### src/rtl/alu_op_sequencer.sv
// rtl/alu_op_sequencer.sv - issues one screened operation to the ALU and returns its LO/HI result
// over valid/ready request and response handshakes.
module alu_op_sequencer #(
  parameter int SETTLE_CYCLES = 2,
  parameter int OP_W          = 4
) (
  input  logic            Clk,
  input  logic            Clear,
  input  logic            req_valid,
  output logic            req_ready,
  input  logic [OP_W-1:0] req_op,
  input  logic            req_inc_pc,
  input  logic [31:0]     req_a,
  input  logic [31:0]     req_b,
  output logic [31:0]     alu_reg1,
  output logic [31:0]     alu_reg2,
  output logic [OP_W-1:0] alu_control,
  output logic            alu_inc_pc,
  input  logic [31:0]     alu_z1,
  input  logic [31:0]     alu_z2,
  output logic            rsp_valid,
  input  logic            rsp_ready,
  output logic [31:0]     rsp_lo,
  output logic [31:0]     rsp_hi,
  output logic            rsp_err
);

  localparam int CNT_W = (SETTLE_CYCLES > 1) ? $clog2(SETTLE_CYCLES) : 1;
  localparam logic [CNT_W-1:0] CNT_LOAD = CNT_W'(SETTLE_CYCLES - 1);
  localparam logic [OP_W-1:0]  CTRL_IDLE = {OP_W{1'b1}};

  typedef enum logic [2:0] {S_IDLE, S_ISSUE, S_WAIT, S_CAPTURE, S_RESP} state_t;

  state_t           r_state, w_next;
  logic [31:0]      r_a, r_b, r_lo, r_hi, r_reg1, r_reg2;
  logic [OP_W-1:0]  r_op, r_ctrl;
  logic             r_inc, r_alu_inc, r_err;
  logic [CNT_W-1:0] r_cnt;
  logic             w_illegal, w_div0, w_muldiv;

  assign w_illegal = !req_inc_pc && (req_op >= OP_W'(12));
  assign w_div0    = !req_inc_pc && (req_op == '0) && (req_b == '0);
  assign w_muldiv  = !r_inc && ((r_op == OP_W'(0)) || (r_op == OP_W'(1)));

  assign req_ready   = (r_state == S_IDLE);
  assign rsp_valid   = (r_state == S_RESP);
  assign rsp_lo      = r_lo;
  assign rsp_hi      = r_hi;
  assign rsp_err     = r_err;
  assign alu_reg1    = r_reg1;
  assign alu_reg2    = r_reg2;
  assign alu_control = r_ctrl;
  assign alu_inc_pc  = r_alu_inc;

  always_ff @(posedge Clk or negedge Clear) begin
    if (!Clear) r_state <= S_IDLE;
    else        r_state <= w_next;
  end

  always_comb begin
    w_next = r_state;
    case (r_state)
      S_IDLE:    if (req_valid) w_next = (w_illegal || w_div0) ? S_RESP : S_ISSUE;
      S_ISSUE:   w_next = S_WAIT;
      S_WAIT:    if (r_cnt == '0) w_next = S_CAPTURE;
      S_CAPTURE: w_next = S_RESP;
      S_RESP:    if (rsp_ready) w_next = S_IDLE;
      default:   w_next = S_IDLE;
    endcase
  end

  always_ff @(posedge Clk or negedge Clear) begin
    if (!Clear) begin
      r_a       <= '0;
      r_b       <= '0;
      r_op      <= '0;
      r_inc     <= 1'b0;
      r_lo      <= '0;
      r_hi      <= '0;
      r_err     <= 1'b0;
      r_reg1    <= '0;
      r_reg2    <= '0;
      r_ctrl    <= CTRL_IDLE;
      r_alu_inc <= 1'b0;
      r_cnt     <= '0;
    end else begin
      case (r_state)
        S_IDLE: begin
          if (req_valid) begin
            r_a   <= req_a;
            r_b   <= req_b;
            r_op  <= req_op;
            r_inc <= req_inc_pc;
            if (w_illegal) begin
              r_err <= 1'b1;
            end else if (w_div0) begin
              r_err <= 1'b1;
              r_lo  <= 32'hFFFF_FFFF;
              r_hi  <= req_a;
            end
          end
        end
        S_ISSUE: begin
          // Increment forces control to idle so the multiply decode cannot win over inc_pc.
          r_reg1    <= r_a;
          r_reg2    <= r_b;
          r_ctrl    <= r_inc ? CTRL_IDLE : r_op;
          r_alu_inc <= r_inc;
          r_cnt     <= CNT_LOAD;
        end
        S_WAIT: begin
          if (r_cnt != '0) r_cnt <= r_cnt - 1'b1;
        end
        S_CAPTURE: begin
          r_lo      <= alu_z1;
          if (w_muldiv) r_hi <= alu_z2;
          r_err     <= 1'b0;
          r_ctrl    <= CTRL_IDLE;
          r_alu_inc <= 1'b0;
        end
        default: ;
      endcase
    end
  end

endmodule

### config.mk
export PLATFORM = sky130hd
export DESIGN_NAME = alu_op_sequencer
export DESIGN_NICKNAME = d
export VERILOG_FILES = /design/src/rtl/alu_op_sequencer.sv
export SDC_FILE = /design/constraint.sdc
export NUM_CORES = 1
export LEC_CHECK = 0
export CAP_MARGIN = 10
export CORE_MARGIN = 4
export CORE_UTILIZATION = 49
export CTS_BUF_LIST = sky130_fd_sc_hd__clkbuf_16
export CTS_CLUSTER_DIAMETER = 50
export DETAILED_ROUTE_END_ITERATION = 10
export PLACE_DENSITY = 0.85
export RECOVER_POWER = 25
export SLEW_MARGIN = 30
export SYNTH_ARGS = -nofsm -noshare
export SYNTH_HDL_FRONTEND = slang
export SYNTH_SLANG_ARGS = --single-unit
### constraint.sdc
create_clock -name Clk -period 4.33 [get_ports Clk]
set_input_delay 0.866 -clock Clk [delete_from_list [all_inputs] [get_ports Clk]]
set_output_delay 0.866 -clock Clk [all_outputs]
set_load 0.05 [all_outputs]
==> impl_metrics.ini, run 1 <==
[critical_path]
r2r_end = rsp_hi[29]$_DFFE_PN0P_
cp-start-kind = flip-flop
critical_path_class = flip-flop to output port
path_buf_inv = 2
required_ns = 3.46
timing.rr.start = r_state[0]$_DFFE_PN0P_
path_cells = or3_1 > inv_1 > clkdlybuf4s50_1
slowest_stage = clkdlybuf4s50_1
worstPathMaxFanout = 10
reg2reg_depth = 6
reg2reg_slack_ns = 1.63
crit_arrival_ns = 2.48
critPathMaxStageDelay_ns = 0.85
end_kind = output port
path_delay_family = buffers and inverters

[clocking]
cts_inserted_buffers = 24
clk_latency_ns = 0.50
cts-root-buf = clkbuf_16
cts-resized-gates = 0
h-tree-depth = 1
cts_buffer_depth = 3
cts_tree = done
clk_pin_slew_worst_paths_ns = 0.06
numClockSinks = 207
post_cts_buffers = 0
holdBufCountCts = 0

[logic_synthesis]
avgSynthCellArea_um2 = 15.8
synth-seq-cells = 207
netlist.area_leader.share_pct = 62.5
synth_cells = 514
yosysWarnings = 0
yosysTopAreaCell = dfrtp_1
yosys-top-cells-area = dfrtp_1 (63%), mux2_2 (23%), mux2_1 (4.2%), o22a_1 (3.9%), dfstp_2 (1.3%)
seq_area_frac_synth_pct = 63.8
synth_fp_nets = 651
syn_area_mm2 = 0.00813
yosysUniqueCellTypes = 30

[timing]
rsz0062_at_grt = no
skew_ns = 0.00983
slew_violations = 97
finalCritPeriodShare_pct = 77.4
fmax_mhz = 299
setup_viol = 0
holdWs_ns = 0.488
setup_tns_ns = 0
finalHoldViolCount = 0
slew_headroom_pct = -64.1
finalCriticalPeriod_ns = 3.35
worst_pin_slew_ns = 2.46

[global_route]
grt_usage_pct = 22.3
grt_max_degree = 98
grt_pass1_wl_um = 32600
grt_pass1_vias = 5997
grt-ovfl-total = 0
antenna_found_initial = 0

[floorplan]
placementRows = 46
start_util_pct = 50.6
die_w_um = 137
dieArea_mm2 = 0.0187
core-area_mm2 = 0.0161
pin_count = 273
die_y_um = 137

[final_layout]
fillers = 977
syn_to_final_growth_pct = 46.6
fin_cells = 1025
diodes = 0
final_common_cell = clkdlybuf4s50_1
fin_util_pct = 74.2
drive_gt1_share_pct = 27.4
layout_common_cells = clkdlybuf4s50_1 (271), dfrtp_1 (203), mux2_2 (167)
nNetsFinal = 930

[detailed_routing]
wl_per_cell_um = 20.5
drt_iter0_markers = 164
wl_um = 21000
postRouteAntennaNets = 0
vias = 5384
drc_errors = 0
drt_pass1_iterations = 4
avgViaCountPerCell = 5.25

[hold_path]
min-delay-start = rsp_lo[1]$_DFFE_PN0P_
hp-class = flip-flop to flip-flop
hold_end = rsp_lo[1]$_DFFE_PN0P_
holdPathStages = 1

[outcome]
outcome = finished with violations
violations = capacitance limit, slew limit

[run]
drv_cap = 1

[placed_design]
dp.cells = 982
placement.io_buffers = 272
globalplace.congestion = 0.783
place_hpwl_um = 14900

[power]
ir_drop_mv = 0.579
p_per_area_mw_per_mm2 = 941
p_leak_nw = 4.86
-- per-stage QoR --
stage | cell area, um^2 | power (mW) | setup WS, ns
CTS | 11900 | 11.3 | 0.962
global placement | 11100 | 9.00 | 0.915
floorplan | 8130 | 7.23 | 1.74
global route | 11900 | 11.7 | 0.912
detailed placement | 11100 | 9.22 | 0.755
finish | 11900 | 11.2 | 0.980
-- metal layers --
layer	vias up	global-route usage, %	part of all wire (%)
met4	0	5.43	2.3
met5	-	0	0
met1	2712	26.9	39
li1	2442	-	-
met2	197	39.6	51
met3	33	6.43	7.9
-- report_power, final --
| part | total (mW) | switching (mW) | internal [mW] |
|---|---|---|---|
| clock | 2.02 | 0.792 | 1.23 |
| sequential | 3.49 | 0.562 | 2.93 |
| combinational | 5.69 | 3.40 | 2.30 |
| total | 11.2 | 4.75 | 6.46 |
-- flip-flops by register name, summed over array words and instances (netlist names) --
signal / count
alu_reg2: 32
rsp_hi: 32
rsp_err: 1
r_b: 32
r_op: 4
alu_inc_pc: 1
r_a: 32
r_state: 3
r_inc: 1
r_cnt: 1
alu_reg1: 32
alu_control: 4
rsp_lo: 32
-- worst reg2reg max path: cells and delay by family (launching register included) --
kind | cells | cell delay (ns)
flip-flops | 1 | 0.53
multiplexers | 1 | 0.36
AO/OA/AOI/OAI | 2 | 0.61
buffers and inverters | 1 | 0.26
AND/OR/NAND/NOR | 2 | 0.82
-- cell usage after synthesis --
cell type / count
nor2b_1: 1
dfstp_2: 4
a21oi_1: 1
o22a_1: 36
nor4_1: 8
nand2b_1: 4
nand4_1: 2
o21ai_1: 2
nor3_1: 2
buf_2: 14
o21ai_2: 1
a21boi_0: 1
a2bb2oi_2: 1
nand2_1: 4
mux2_2: 167
xnor2_1: 1
clkbuf_1: 12
nor2_1: 7
nor4b_4: 1
inv_1: 2
o21ai_0: 2
nand3_1: 1
nor3b_1: 1
buf_1: 1
mux2_1: 30
buf_4: 1
o32ai_1: 1
dfrtp_1: 203
or4_1: 1
or3_1: 2
-- final cells by class --
type                       instances  area (um^2)  area share (%)
inverter                           2         7.51          0.0630
sequential                       207         5180            43.5
clock inverter                    17          173            1.45
multi-input combinational        277         2830            23.7
clock buffer                      25          626            5.25
tap                              216          270            2.27
timing repair buffer             281         2830            23.7
-- worst max-delay path by stage --
stage | from | endpoint | cells after the start
6_report | r_state[1]$_DFFE_PN0P_ | req_ready | 3
3_3_place_gp | req_b[24] | rsp_hi[14]$_DFFE_PN0P_ | 6
5_1_grt | r_state[1]$_DFFE_PN0P_ | req_ready | 3
2_1_floorplan | r_state[1]$_DFFE_PN0P_ | rsp_valid | 2
3_5_place_dp | req_b[24] | rsp_hi[29]$_DFFE_PN0P_ | 7
4_1_cts | r_state[1]$_DFFE_PN0P_ | req_ready | 3
-- kinds of logic after synthesis --
| group | share of synthesized area, % |
|---|---|
| DFF | 63.8 |
| muxes | 27.3 |
| AOI/OAI and AO/OA | 4.68 |
| and+or+nand+nor | 2.48 |
| buffers and inverters | 1.65 |
| xor gates and xnor gates | 0.108 |
No activity file was read; power rests on OpenSTA's default activity.
==> inputs of run 2 (changes only) <==
--- a/config.mk
+++ b/config.mk
@@ -7,11 +7,11 @@
 export LEC_CHECK = 0
 export CAP_MARGIN = 10
 export CORE_MARGIN = 4
-export CORE_UTILIZATION = 49
+export CORE_UTILIZATION = 41
 export CTS_BUF_LIST = sky130_fd_sc_hd__clkbuf_16
 export CTS_CLUSTER_DIAMETER = 50
 export DETAILED_ROUTE_END_ITERATION = 10
-export PLACE_DENSITY = 0.85
+export PLACE_DENSITY = 0.76
 export RECOVER_POWER = 25
 export SLEW_MARGIN = 30
 export SYNTH_ARGS = -nofsm -noshare
==> constraint.sdc (replaced) <==
create_clock -name Clk -period 3 [get_ports Clk]
set_input_delay 0.6 -clock Clk [delete_from_list [all_inputs] [get_ports Clk]]
set_output_delay 0.6 -clock Clk [all_outputs]
set_load 0.05 [all_outputs]
==> run 2 against run 1 <==
The run still ends with capacitance limit, slew limit left. Register-to-register slack worse by 0.84 ns. Die area up 18%. Sequential cell count unchanged. Routed wire length down 0.54%. Non-clock buffer count up 6. Clock skew up 0.0031 ns. Hold slack worse by 0.0046 ns. Critical path depth down 1. Sequential power up 43%. Global-route usage down 3.8 points. Largest cell class unchanged.
==> impl_metrics.ini, run 2 (same netlist as run 1, synthesis figures left out) <==
[placed_design]
place_hpwl_um = 14900
placed_cell_area_mm2 = 0.0112
place_ws_ns = -0.00824
placement.io_buffers = 272
globalplace.congestion = 0.770

[critical_path]
r2r_end = rsp_hi[9]$_DFFE_PN0P_
reg2reg_depth = 7
worstSetupStartpoint = r_state[2]$_DFFE_PN0P_
cp-start-kind = flip-flop
worstSetupEndpoint = rsp_valid
critical_path_class = flip-flop to output port
end_kind = output port
crit_arrival_ns = 2.26
reg2reg_slack_ns = 0.79
worstPathMaxFanout = 8
timing.rr.start = r_state[1]$_DFFE_PN0P_
required_ns = 2.40

[final_layout]
fillers = 1509
syn_to_final_growth_pct = 47.9
nNetsFinal = 937
final_common_cell = clkdlybuf4s50_1
diodes = 0
layout_common_cells = clkdlybuf4s50_1 (270), dfrtp_1 (203), mux2_2 (167)
stdcell_area_mm2 = 0.0120
drive_gt1_share_pct = 28.1

[clocking]
clk_pin_slew_worst_paths_ns = 0.05
numClockSinks = 207
holdBufCountCts = 0
cts-resized-gates = 0
cts-root-buf = clkbuf_16
cts_tree = done
post_cts_buffers = 0
cts_buffer_depth = 3
clk_latency_ns = 0.51
h-tree-depth = 1
cts_inserted_buffers = 25

[floorplan]
placementRows = 51
die_w_um = 149
pin_count = 273
dieArea_mm2 = 0.0221
core-area_mm2 = 0.0195
start_util_pct = 41.8
die_y_um = 149

[detailed_routing]
drc_errors = 0
drt_iter0_markers = 139
postRouteAntennaNets = 0
avgViaCountPerCell = 5.05
wl_per_cell_um = 19.2
drt_pass1_iterations = 4
vias = 5478
wl_um = 20900

[global_route]
grt_max_degree = 77
grt-ovfl-total = 0
grt_pass1_vias = 6169
antenna_found_initial = 0
grt_usage_pct = 18.6
grt_pass1_wl_um = 33100

[timing]
rsz0062_at_grt = no
skew_ns = 0.0129
finalCritPeriodShare_pct = 95.4
fmax_mhz = 349
setup_viol = 0
worst_pin_slew_ns = 1.93
worst_slack_ns = 0.137
slew_headroom_pct = -28.8
holdWs_ns = 0.483
finalCriticalPeriod_ns = 2.86
slew_violations = 76
finalHoldViolCount = 0

[power]
p_leak_nw = 4.89
p_per_area_mw_per_mm2 = 1340
ir_drop_mv = 0.856

[hold_path]
hp-class = flip-flop to flip-flop

[run]
drv_cap = 1

[outcome]
outcome = finished with violations
violations = capacitance limit, slew limit
run 2: cell count changes in the layout (fill, tap and decap cells not counted), sizes merged:
cell / previous run / this run
bufinv: 3 / 2
clkinvlp: 1 / 2
clkbuf: 26 / 28
clkinv: 8 / 11
buf: 9 / 14
inv: 7 / 8
clkdlybuf4s50: 271 / 270
run 2: through the flow:
stage                     TNS (ns)  utilization (%)  std cells  power, mW
final                            0             61.7       1084       16.1
after global routing             0             61.7       1084       16.9
after CTS                        0             61.9       1084       16.3
after detailed placement  -0.00824             57.8       1038       13.4
after global placement       -1.79             57.8       1038       13.1
after floorplan                  0                -        514       10.4
run 2: area by class of cell:
class | instances | area (um^2) | area share [%]
sequential | 207 | 5180 | 43.1
inverter | 2 | 7.51 | 0.0625
timing repair buffer | 287 | 2870 | 23.9
clock buffer | 25 | 626 | 5.21
multi-input combinational | 277 | 2830 | 23.5
tap | 265 | 332 | 2.76
clock inverter | 21 | 168 | 1.40
run 2: worst max-delay path, cell delays in order, from the launching register on:
cell,delay (ns)
dfrtp_1,0.50
nor3b_1,0.34
clkdlybuf4s50_1,0.91
run 2: power by group:
part / switching, mW / total (mW) / internal, mW / leakage (nW)
registers: 0.762 / 4.99 / 4.23 / 2.41
clock network: 1.17 / 2.87 / 1.70 / 0.399
logic: 4.90 / 8.24 / 3.34 / 2.08
total: 6.83 / 16.1 / 9.27 / 4.89
run 2: routing by layer:
layer  up-vias  share of wire, %  global-route usage [%]
met5         -                 0                       0
met4         0               3.2                    5.95
met3        51               8.1                    5.77
met2       209                50                    31.8
met1      2767                39                    22.5
li1       2451                 -                       -
run 2: worst min path at each step:
stage	end	startpoint	slack (ns)	cells past startpoint
6_report	alu_inc_pc$_DFFE_PN0P_	alu_inc_pc$_DFFE_PN0P_	0.48	2
4_1_cts	rsp_hi[3]$_DFFE_PN0P_	Clear	0.13	1
5_1_grt	rsp_lo[5]$_DFFE_PN0P_	rsp_lo[5]$_DFFE_PN0P_	0.50	1
2_1_floorplan	alu_inc_pc$_DFFE_PN0P_	Clear	0.30	0
3_5_place_dp	alu_inc_pc$_DFFE_PN0P_	alu_inc_pc$_DFFE_PN0P_	0.48	2
3_3_place_gp	alu_inc_pc$_DFFE_PN0P_	alu_inc_pc$_DFFE_PN0P_	0.47	2
==> inputs of run 3 (changes only) <==
--- a/config.mk
+++ b/config.mk
@@ -11,7 +11,7 @@
 export CTS_BUF_LIST = sky130_fd_sc_hd__clkbuf_16
 export CTS_CLUSTER_DIAMETER = 50
 export DETAILED_ROUTE_END_ITERATION = 10
-export PLACE_DENSITY = 0.76
+export PLACE_DENSITY_LB_ADDON = 0.12
 export RECOVER_POWER = 25
 export SLEW_MARGIN = 30
 export SYNTH_ARGS = -nofsm -noshare
==> run 3 against run 2 <==
The flow still finishes with violations (capacitance limit, slew limit). Cell count fell by 0.46%. First-iteration DRC count fell by 22%. Final area barely moved. Hold slack improved by 0.0026 ns. Fmax barely moved. Utilization barely moved. Sequential power barely moved. Total power fell by 0.59%. Critical endpoint unchanged.
==> impl_metrics.ini, run 3 (same netlist as run 1, synthesis figures left out) <==
[outcome]
outcome = finished with violations
violations = capacitance limit, slew limit

[global_route]
grt_max_degree = 88
grt_pass1_vias = 5849
grt_pass1_wl_um = 31700
grt-ovfl-total = 0
antenna_found_initial = 0
grt_usage_pct = 17.8

[floorplan]
core-area_mm2 = 0.0195
placementRows = 51
start_util_pct = 41.8
die_y_um = 149
pin_count = 273
die_w_um = 149
dieArea_mm2 = 0.0221

[critical_path]
timing.rr.start = r_state[0]$_DFFE_PN0P_
end_kind = output port
crit_arrival_ns = 2.26
r2r_end = rsp_hi[9]$_DFFE_PN0P_
critical_path_class = flip-flop to output port
reg2reg_slack_ns = 0.85
reg2reg_depth = 5
worstSetupStartpoint = r_state[1]$_DFFE_PN0P_
required_ns = 2.40
worstSetupEndpoint = rsp_valid
worstPathMaxFanout = 10
cp-start-kind = flip-flop

[final_layout]
syn_to_final_growth_pct = 47.8
layout_common_cells = clkdlybuf4s50_1 (270), dfrtp_1 (203), mux2_2 (167)
fillers = 1490
multi_input_area_mm2 = 0.00283
nNetsFinal = 936
stdcell_area_mm2 = 0.0120
final_common_cell = clkdlybuf4s50_1
diodes = 0
fin_cells = 1079
drive_gt1_share_pct = 27.5
regArea_mm2 = 0.00518

[clocking]
post_cts_buffers = 0
clk_latency_ns = 0.50
cts_buffer_depth = 3
cts-resized-gates = 0
numClockSinks = 207
cts-root-buf = clkbuf_16
cts_tree = done
holdBufCountCts = 0
h-tree-depth = 1
clk_pin_slew_worst_paths_ns = 0.05
cts_inserted_buffers = 24

[power]
power_mw = 16.0
ir_drop_mv = 0.660
p_leak_nw = 4.89
p_per_area_mw_per_mm2 = 1330

[detailed_routing]
postRouteAntennaNets = 0
wl_um = 20200
avgViaCountPerCell = 4.91
drt_iter0_markers = 108
vias = 5303
drc_errors = 0
drt_pass1_iterations = 4
wl_per_cell_um = 18.7

[timing]
fmax_mhz = 349
rsz0062_at_grt = no
worst_slack_ns = 0.138
finalCriticalPeriod_ns = 2.86
setup_viol = 0
finalHoldViolCount = 0
slew_headroom_pct = -51.9
setup_tns_ns = 0
skew_ns = 0.0103
slew_violations = 87
worst_pin_slew_ns = 2.28
finalCritPeriodShare_pct = 95.4

[hold_path]
hp-class = flip-flop to flip-flop

[run]
drv_cap = 1

[placed_design]
place_ws_ns = 0.159
place_hpwl_um = 14600
dp.cells = 1038
placement.io_buffers = 272
placed_cell_area_mm2 = 0.0112
globalplace.congestion = 0.761
[run 3: worst min path at each step]
| stage | startpoint | to | slack (ns) | depth (start not counted) |
|---|---|---|---|---|
| 2_1_floorplan | Clear | alu_inc_pc$_DFFE_PN0P_ | 0.30 | 0 |
| 3_3_place_gp | alu_inc_pc$_DFFE_PN0P_ | alu_inc_pc$_DFFE_PN0P_ | 0.46 | 2 |
| 3_5_place_dp | rsp_lo[24]$_DFFE_PN0P_ | rsp_lo[24]$_DFFE_PN0P_ | 0.48 | 1 |
| 4_1_cts | Clear | alu_reg2[16]$_DFFE_PN0P_ | 0.18 | 1 |
| 5_1_grt | rsp_lo[8]$_DFFE_PN0P_ | rsp_lo[8]$_DFFE_PN0P_ | 0.50 | 1 |
| 6_report | rsp_lo[30]$_DFFE_PN0P_ | rsp_lo[30]$_DFFE_PN0P_ | 0.49 | 1 |
[run 3: final cells by class]
class                   instances  share of cell area (%)
clock inverters                16                    1.25
multi-input cells             277                    23.5
well taps                     265                    2.76
clock buffers                  25                    5.21
repair buffers                287                    24.0
flip-flops and latches        207                    43.2
inverters                       2                  0.0625
[run 3: per-layer routing]
metal	routed length (um)	vias to the layer above	GRT usage, %
met3	1570	33	5.26
met4	404	0	4.76
met5	0	-	0
li1	-	2452	-
met2	9850	164	29.8
met1	8360	2654	23.0
[run 3: stage by stage]
step / hold WS [ns] / utilization (%)
3_3_place_gp: 0.463 / 57.8
6_report: 0.486 / 61.7
5_1_grt: 0.501 / 61.7
2_1_floorplan: 0.304 / -
4_1_cts: 0.184 / 61.8
3_5_place_dp: 0.476 / 57.8
[run 3: where the power goes]
part | leakage [nW] | internal (mW) | switching (mW)
registers | 2.41 | 4.23 | 0.748
clock network | 0.394 | 1.75 | 1.07
logic | 2.09 | 3.35 | 4.86
[run 3: worst max-delay path, stage by stage, from the launching register on]
cell             delay, ns
dfrtp_1               0.52
nor3b_1               0.34
clkdlybuf4s50_1       0.90
